===== config.mk =====
export PLATFORM = sky130hd
export DESIGN_NAME = draw_sequencer
export DESIGN_NICKNAME = d
export VERILOG_FILES = /design/src/rtl/draw_ctrl_pkg.sv /design/src/rtl/raster_walker.sv /design/src/rtl/draw_sequencer.sv
export SDC_FILE = /design/constraint.sdc
export NUM_CORES = 1
export LEC_CHECK = 0
export CORE_MARGIN = 4
export CORE_UTILIZATION = 53
export CTS_CLUSTER_DIAMETER = 60
export DETAILED_ROUTE_END_ITERATION = 8
export GPL_TIMING_DRIVEN = 0
export MAX_ROUTING_LAYER = met4
export PLACE_DENSITY = 0.85
export SYNTH_ARGS = -nofsm -noshare
export SYNTH_HDL_FRONTEND = slang
export SYNTH_SLANG_ARGS = --single-unit
export TNS_END_PERCENT = 100

===== constraint.sdc =====
create_clock -name clk -period 5.99 [get_ports clk]
set_input_delay 1.4975 -clock clk [delete_from_list [all_inputs] [get_ports clk]]
set_output_delay 1.4975 -clock clk [all_outputs]
set_load 0.005 [all_outputs]

===== src/rtl/draw_ctrl_pkg.sv =====
// -----------------------------------------------------------------------------
// draw_ctrl_pkg
// Shared definitions for the draw sequencer: draw-mode codes, FSM state
// encoding, default raster geometry, counter widths and the latched job record.
// -----------------------------------------------------------------------------
package draw_ctrl_pkg;

  // Default raster geometry.
  localparam int SCR_W_DEF   = 160;
  localparam int SCR_H_DEF   = 120;
  localparam int SPR_DIM_DEF = 40;

  // Raster walker counter widths (col up to 159, row up to 119).
  localparam int COL_W = 8;
  localparam int ROW_W = 7;

  typedef enum logic [1:0] {
    MODE_SCREEN  = 2'b00,
    MODE_SPRITE  = 2'b01,
    MODE_CLEAR   = 2'b10,
    MODE_INVALID = 2'b11
  } draw_mode_e;

  typedef enum logic [2:0] {
    ST_IDLE  = 3'd0,
    ST_SETUP = 3'd1,
    ST_PRIME = 3'd2,
    ST_DRAW  = 3'd3,
    ST_DONE  = 3'd4
  } draw_state_e;

  // Everything captured from the requester at acknowledge time.
  typedef struct packed {
    draw_mode_e mode;
    logic [4:0] mem_sel;
    logic [4:0] x_init_sel;
    logic [1:0] y_init_sel;
  } job_t;

endpackage


===== src/rtl/raster_walker.sv =====
// -----------------------------------------------------------------------------
// raster_walker
// Column/row position tracker for one raster pass of runtime size
// width x height. Advances one pixel per enabled cycle, wrapping col at the
// end of each row and wrapping to (0,0) after the last pixel.
//
// Ports
//   clk, resetn  clock, asynchronous active-low reset
//   clr          synchronous clear to (0,0), wins over en
//   en           advance one pixel
//   width        pixels per row   (>= 1)
//   height       rows per pass    (>= 1)
//   row_end      current pixel is the last of its row
//   last         current pixel is the last of the pass
// -----------------------------------------------------------------------------
module raster_walker
  import draw_ctrl_pkg::*;
(
  input  logic             clk,
  input  logic             resetn,
  input  logic             clr,
  input  logic             en,
  input  logic [COL_W-1:0] width,
  input  logic [ROW_W-1:0] height,
  output logic             row_end,
  output logic             last
);

  logic [COL_W-1:0] col_q, col_d;
  logic [ROW_W-1:0] row_q, row_d;

  always_comb begin
    // NOTE: every signal written here gets a default first so no path leaves
    // it unassigned; otherwise synthesis infers a latch.
    col_d   = col_q;
    row_d   = row_q;
    row_end = (col_q == width - COL_W'(1));
    last    = row_end && (row_q == height - ROW_W'(1));

    if (clr) begin
      col_d = '0;
      row_d = '0;
    end else if (en) begin
      if (last) begin
        col_d = '0;
        row_d = '0;
      end else if (row_end) begin
        col_d = '0;
        row_d = row_q + ROW_W'(1);
      end else begin
        col_d = col_q + COL_W'(1);
      end
    end
  end

  // NOTE: state flops use non-blocking assignments so every flop samples the
  // pre-edge values, independent of statement order; the asynchronous reset
  // puts the position at (0,0) without waiting for a clock.
  always_ff @(posedge clk or negedge resetn) begin
    if (!resetn) begin
      col_q <= '0;
      row_q <= '0;
    end else begin
      col_q <= col_d;
      row_q <= row_d;
    end
  end

endmodule


===== src/rtl/draw_sequencer.sv =====
// -----------------------------------------------------------------------------
// draw_sequencer
// Control FSM for the VGA game datapath. Accepts one draw job at a time via a
// request/acknowledge handshake (full-screen ROM image, square sprite, or black
// clear) and sequences the datapath strobes: origin loads, x/y counters, ROM
// address counters, colour select and the VGA plot enable.
//
// Ports
//   clk, resetn                 clock, asynchronous active-low reset
//   drawReq                     job request, sampled only in IDLE
//   drawMode                    00 screen, 01 sprite, 10 clear, 11 invalid
//   memSelIn/xInitSelIn/yInitSelIn  job parameters, latched on acknowledge
//   drawAck                     1-cycle acknowledge (inputs latched this cycle)
//   busy                        job in progress (SETUP..DONE)
//   drawDone                    1-cycle completion pulse
//   plot                        VGA write enable
//   memorySel/xInitSel/yInitSel latched job parameters
//   xInitLoad/yInitLoad         load origin registers
//   xySel                       00 origin (0,0), 01 sprite origin
//   xReset/yReset               reload x/y to origin
//   xCountUp/yCountUp           advance x/y
//   black                       force colour 000
//   addressScreenCounterReset / screenCountLoad   screen ROM address clear / +1
//   addressSpriteCounterReset / spriteCountLoad   sprite ROM address clear / +1
// -----------------------------------------------------------------------------
module draw_sequencer
  import draw_ctrl_pkg::*;
#(
  parameter int SCR_W   = SCR_W_DEF,
  parameter int SCR_H   = SCR_H_DEF,
  parameter int SPR_DIM = SPR_DIM_DEF,
  parameter int ROM_LAT = 1
) (
  input  logic       clk,
  input  logic       resetn,
  input  logic       drawReq,
  input  logic [1:0] drawMode,
  input  logic [4:0] memSelIn,
  input  logic [4:0] xInitSelIn,
  input  logic [1:0] yInitSelIn,
  output logic       drawAck,
  output logic       busy,
  output logic       drawDone,
  output logic       plot,
  output logic [4:0] memorySel,
  output logic [4:0] xInitSel,
  output logic [1:0] yInitSel,
  output logic       xInitLoad,
  output logic       yInitLoad,
  output logic [1:0] xySel,
  output logic       xReset,
  output logic       yReset,
  output logic       xCountUp,
  output logic       yCountUp,
  output logic       black,
  output logic       addressScreenCounterReset,
  output logic       screenCountLoad,
  output logic       addressSpriteCounterReset,
  output logic       spriteCountLoad
);

  localparam int PRIME_W = $clog2(ROM_LAT + 1);

  localparam logic [COL_W-1:0]   SCR_W_L    = COL_W'(SCR_W);
  localparam logic [ROW_W-1:0]   SCR_H_L    = ROW_W'(SCR_H);
  localparam logic [COL_W-1:0]   SPR_W_L    = COL_W'(SPR_DIM);
  localparam logic [ROW_W-1:0]   SPR_H_L    = ROW_W'(SPR_DIM);
  localparam logic [PRIME_W-1:0] PRIME_LAST = PRIME_W'(ROM_LAT - 1);

  draw_state_e        state_q, state_d;
  job_t               job_q, job_d;
  logic [PRIME_W-1:0] prime_q, prime_d;

  logic             accept;
  logic             walk_clr, walk_en;
  logic             walk_row_end, walk_last;
  logic [COL_W-1:0] walk_w;
  logic [ROW_W-1:0] walk_h;
  logic             is_screen, is_sprite, is_clear;

  assign is_screen = (job_q.mode == MODE_SCREEN);
  assign is_sprite = (job_q.mode == MODE_SPRITE);
  assign is_clear  = (job_q.mode == MODE_CLEAR);

  // Sprite jobs walk a SPR_DIM square; screen and clear walk the full screen.
  assign walk_w = is_sprite ? SPR_W_L : SCR_W_L;
  assign walk_h = is_sprite ? SPR_H_L : SCR_H_L;

  assign memorySel = job_q.mem_sel;
  assign xInitSel  = job_q.x_init_sel;
  assign yInitSel  = job_q.y_init_sel;
  assign xySel     = is_sprite ? 2'b01 : 2'b00;
  assign busy      = (state_q != ST_IDLE);

  // Acceptance is qualified by resetn so that a request held through reset
  // cannot produce an acknowledge while the block is being reset.
  assign accept = (state_q == ST_IDLE) && drawReq && resetn;

  always_comb begin
    state_d  = state_q;
    job_d    = job_q;
    prime_d  = prime_q;
    walk_clr = 1'b0;
    walk_en  = 1'b0;

    drawAck                   = 1'b0;
    drawDone                  = 1'b0;
    plot                      = 1'b0;
    xInitLoad                 = 1'b0;
    yInitLoad                 = 1'b0;
    xReset                    = 1'b0;
    yReset                    = 1'b0;
    xCountUp                  = 1'b0;
    yCountUp                  = 1'b0;
    black                     = 1'b0;
    addressScreenCounterReset = 1'b0;
    screenCountLoad           = 1'b0;
    addressSpriteCounterReset = 1'b0;
    spriteCountLoad           = 1'b0;

    unique case (state_q)
      ST_IDLE: begin
        if (accept) begin
          drawAck = 1'b1;
          job_d   = '{mode:       draw_mode_e'(drawMode),
                      mem_sel:    memSelIn,
                      x_init_sel: xInitSelIn,
                      y_init_sel: yInitSelIn};
          state_d = (draw_mode_e'(drawMode) == MODE_INVALID) ? ST_DONE : ST_SETUP;
        end
      end

      ST_SETUP: begin
        xInitLoad                 = 1'b1;
        yInitLoad                 = 1'b1;
        xReset                    = 1'b1;
        yReset                    = 1'b1;
        addressScreenCounterReset = 1'b1;
        addressSpriteCounterReset = 1'b1;
        walk_clr                  = 1'b1;
        prime_d                   = '0;
        // Clear has no ROM data to wait for, so it skips the prime phase.
        state_d = is_clear ? ST_DRAW : ST_PRIME;
      end

      ST_PRIME: begin
        // Run the address ahead of the pixel by ROM_LAT so the first ROM word
        // is valid on the first DRAW cycle.
        screenCountLoad = is_screen;
        spriteCountLoad = is_sprite;
        prime_d         = prime_q + PRIME_W'(1);
        if (prime_q == PRIME_LAST) begin
          state_d = ST_DRAW;
        end
      end

      ST_DRAW: begin
        plot            = 1'b1;
        walk_en         = 1'b1;
        black           = is_clear;
        screenCountLoad = is_screen;
        spriteCountLoad = is_sprite;
        if (walk_last) begin
          state_d = ST_DONE;
        end else if (walk_row_end) begin
          xReset   = 1'b1;
          yCountUp = 1'b1;
        end else begin
          xCountUp = 1'b1;
        end
      end

      ST_DONE: begin
        drawDone = 1'b1;
        state_d  = ST_IDLE;
      end

      default: begin
        state_d = ST_IDLE;
      end
    endcase
  end

  always_ff @(posedge clk or negedge resetn) begin
    if (!resetn) begin
      state_q <= ST_IDLE;
      job_q   <= '0;
      prime_q <= '0;
    end else begin
      state_q <= state_d;
      job_q   <= job_d;
      prime_q <= prime_d;
    end
  end

  raster_walker u_walker (
    .clk     (clk),
    .resetn  (resetn),
    .clr     (walk_clr),
    .en      (walk_en),
    .width   (walk_w),
    .height  (walk_h),
    .row_end (walk_row_end),
    .last    (walk_last)
  );

endmodule


Word-level counts from Yosys, hierarchy flattened
Index checks and enable logic that the tools add are counted.

Flip-flop bits (word level): 33. Input port bits: 17. Output and inout port bits: 29. Word-level logic and storage cells: 71.

Add/subtract/negate cells: 5. Equality and inequality tests: 12. Multiplexer cells: 33. Reduce and logical (&&, ||, !) cells: 13.

Operator list (count): $mux W8 (5); $mux W7 (5); $mux W1 (16); $mux W3 (4); $pmux W3 S4 (1); $add A8 B1 Y8 const B (1); $eq A8 B8 Y1 (1); $sub A8 B1 Y8 const B (1); $add A7 B1 Y7 const B (1); $eq A7 B7 Y1 (1); $sub A7 B1 Y7 const B (1); $eq A3 B2 Y1 const B (2); $reduce_bool A3 Y1 (2); $eq A2 B2 Y1 const B (2); $ne A2 B2 Y1 const B (2); $pmux W1 S2 (2); $reduce_and A2 Y1 (2); $reduce_bool A2 Y1 (2); $eq A3 B1 Y1 const B (1); $eq A3 B3 Y1 const B (1); $logic_and A1 B1 Y1 (3); $logic_not A3 Y1 (1); $reduce_and A3 Y1 (1); $eq A2 B1 Y1 const B (1); 4 further kinds (4).

Depth between registers and ports, before layout
Depth after elaboration: 8. Mapped depth: 5. Mapped depth without buffers: 5.

Cells and area by module
Synthesis repeated with hierarchy kept, for this count alone.

Cell total of the unflattened synthesis: 242. Area total of the unflattened synthesis: 2283.4 µm².

By module, submodules not included: raster_walker (times used 1, cells each 150, area each 1243.7 µm², seq. area each 375.4 µm²); draw_sequencer (times used 1, cells each 92, area each 1039.7 µm², seq. area each 450.4 µm²).

Worst setup path after synthesis
OpenSTA, ideal clock, no wires.

Path kind: input to output. Start point: input port resetn. End point: output port drawAck. Arrival: 2.090 ns. Slack: 2.402 ns. Cell stages on the path: 3. Path buffers: 1. Path through: nand2_1 > nor2_1 > buf_2.

Word-level cells in the longest chain between the ends: 3.

Ends and longest elaborated chain: from (decl) (line draw_sequencer.sv:35) `input logic resetn,`; $logic_and A1 B1 Y1 (line draw_sequencer.sv:97) `assign accept = (state_q == ST_IDLE) && drawReq && resetn;`; $mux W1 (line draw_sequencer.sv:123) `if (accept) begin`; $mux W1 (line draw_sequencer.sv:121) `unique case (state_q)`; to (decl) (line draw_sequencer.sv:41) `output logic drawAck,`.

Every way passes these cells.

Final worst setup path
Ends and elaborated chain as after synthesis.

==> results.yml <==
critical_path:
  cpMaxStageDelayCell: "buf_2"
  max_stage_delay_ns: 0.58
  crit_type: "primary input to output port"
  worst_setup_path_start_kind: "primary input"
  critPathArrivalTime_ns: 3.51
  r2r_slack_ns: 3.76
  crit_fanout: 35
  r2r_cells: 5
  crit_chain: "buf_2, nand2_1, nor2_1, buf_2, clkdlybuf4s50_1"
  cp-end-kind: "output port"
  r2r_start: "u_walker.col_q[0]"
  critPathMostFrequentCell: "buf_2"
  reg2reg_to: "state_q[1]"
  crit_required_ns: 4.49
route:
  ant_nets: 0
  drtIter0Drc: 58
  dr.pass1.iters: 5
  routedWlPerCell_um: 13.89
  drc: 0
  detail_route.vias_per_cell: 5.255
  wirelength_um: 3918
  vias: 1482
global_route:
  gr-total-overflow: 0
  antenna_found_initial: 0
  grt_first_pass_wirelength_um: 6410
  grt_pass1_vias: 1415
  grt_util_all_layers_pct: 20.08
  grt_start_max_net_pins: 36
placement:
  gp_congestion: 0.8365
  dp.cells: 276
  place_ws_ns: 0.9351
  place_area_um2: 2326
  dp_hpwl_um: 2965
  port_buffers: 44
power_and_ir_drop:
  finalPower_mw: 0.7449
  ir_drop_uv: 186.6
  power_frac_seq_pct: 43.8
  power.density_nw_per_um2: 314.5
  p_comb_share_pct: 41.2
  switching_share_pct: 32.95
  leakage_nw: 1.047
  power.share.clock_pct: 15.0
  intPower_mw: 0.4995
  switchingPower_mw: 0.2455
floorplanning:
  die_h_um: 66.81
  die_w_um: 66.81
  die_area_um2: 4464
  start_util_pct: 54.93
  io_pins: 46
  core_um2: 3337
  num_rows: 21
logic_synthesis:
  synth.largest_area_cell: "dfrtp_1"
  async_flop_share_pct: 100.0
  ys_ff_latch: 33
  synth_top_flop_cell: "dfrtp_1"
  avgSynthCellArea_um2: 9.855
  synth_edf_count: 0
  synth_cell_type_count: 41
  ys_warn_count: 0
  synth_area_um2: 1833
  yosys-top-cells-area: "dfrtp_1, mux2_2, buf_4"
  synth_top_area_share_pct: 45.05
  ys_seq_area_share_pct: 45.05
  synthCells: 186
  synth_nets: 205
layout:
  antenna_cells: 0
  postLayoutCellArea_um2: 2369
  nets: 256
  multi_input_area_um2: 807.0
  drive_gt1_share_pct: 19.49
  area_growth_pct: 29.21
  seq_area_um2: 825.8
  most-common-layout-cells: "clkdlybuf4s50_1, dfrtp_1, nor2_1, buf_4, mux2_2"
  fillCellCount: 259
  layout_commonest_cell: "clkdlybuf4s50_1"
  instances_no_fill: 282
clock_tree:
  cts_tree: "yes"
  cts.clk_slew.worst_paths_ns: 0.10
  post_cts_buffers: 0
  root_buffer: "clkbuf_4"
  postCtsHoldBufs: 0
  postCtsResizedCells: 0
  htreeDepth: 2
  clock_latency_ns: 0.34
  cts.sinks: 33
  clockBufferDepth: 2
  numCtsBuffers: 5
timing:
  period_minus_slack_ns: 5.008
  setup_violations: 0
  slew_viol_final: 0
  min_period_over_period_pct: 83.61
  finalHoldViolations: 0
  rsz0062_at_grt: "false"
  tightest_slew_ns: 0.7524
  max_freq_mhz: 199.7
  finalHoldWorstSlack_ns: 0.5133
  setup_slack_ns: 0.9816
  finClkSkew_ns: 0.009568
  max-slew-margin-rel_pct: 49.84
flow_run:
  maxCapViolations: 0
min_path:
  hp-class: "flip-flop to flip-flop"
  worstHoldPathCells: 1
  min_to: "u_walker.row_q[0]"
  min-delay-start: "u_walker.row_q[0]"
run_status:
  outcome: "complete, no violations"
-- Yosys cell counts (all sizes together), types with 3 or more instances --
cell and count:
buf 20, xnor2 5, mux2 15, nand2b 4
nor2b 3, nor2 18, nand2 12, nand3 10
mux2i 3, nor3 6, inv 11, o21ai 5
a21oi 4, o31ai 3, nand3b 3, o211ai 5
dfrtp 33
-- power by group through the flow --
stage / clock (mW) / sequential (mW) / combinational [mW]
2_1_floorplan: 0 / 0.319 / 0.192
3_3_place_gp: 0 / 0.326 / 0.302
3_5_place_dp: 0 / 0.330 / 0.310
4_1_cts: 0.115 / 0.326 / 0.311
5_1_grt: 0.125 / 0.336 / 0.340
6_report: 0.112 / 0.326 / 0.307
-- per-stage QoR --
stage          setup TNS [ns]  util, %
4_1_cts                     0    70.98
2_1_floorplan               0        -
6_report                    0    70.98
3_3_place_gp         -0.06182    69.85
5_1_grt                     0    70.98
3_5_place_dp                0    69.70
-- kinds of logic (layout without fill, tap and decap cells) --
kind of cell | after synthesis | count (layout) | share of synthesized area (%)
DFF | 33 | 33 | 45.05
AOI/OAI and AO/OA | 24 | 24 | 8.943
xor gates and xnor gates | 6 | 6 | 2.867
muxes | 18 | 18 | 11.06
buffers and inverters | 33 | 83 | 10.92
and+or+nand+nor | 69 | 69 | 19.59
adders and majority gates | 2 | 2 | 1.365
other | 1 | 1 | 0.2046
-- routing by layer --
layer	vias up	wire, µm	global-route usage [%]
met5	-	0	-
met4	0	95	10.41
met3	8	213	3.541
met2	43	1943	32.80
met1	704	1664	23.68
li1	727	-	-
-- how the worst max path moves through the flow --
| stage | from | endpoint | slack, ns | cells past startpoint |
|---|---|---|---|---|
| 5_1_grt | resetn | drawAck | 0.72 | 5 |
| 4_1_cts | resetn | drawAck | 0.94 | 5 |
| 6_report | resetn | drawAck | 0.98 | 5 |
| 3_5_place_dp | resetn | drawAck | 0.94 | 5 |
| 3_3_place_gp | resetn | drawAck | -0.06 | 5 |
| 2_1_floorplan | resetn | drawAck | 2.40 | 3 |
-- layout make-up --
type	instances	area share, %
flip-flops and latches	33	34.87
multi-input cells	120	34.07
repair buffers	44	18.38
plain buffers	22	6.709
well taps	46	2.430
inverters	11	1.743
clock buffers	5	1.585
clock inverters	1	0.2113
-- critical path: cells and delay by family --
kind	cells	cell delay, ns
simple gates	2	0.55
buf+inv	3	1.45
-- flip-flops by register name, indices dropped and copies added, names as in the netlist --
register,count
u_walker.row_q,7
job_q,2
memorySel,5
xInitSel,5
yInitSel,2
state_q,3
u_walker.col_q,8
prime_q,1
Power figures use the tool's default switching activity.
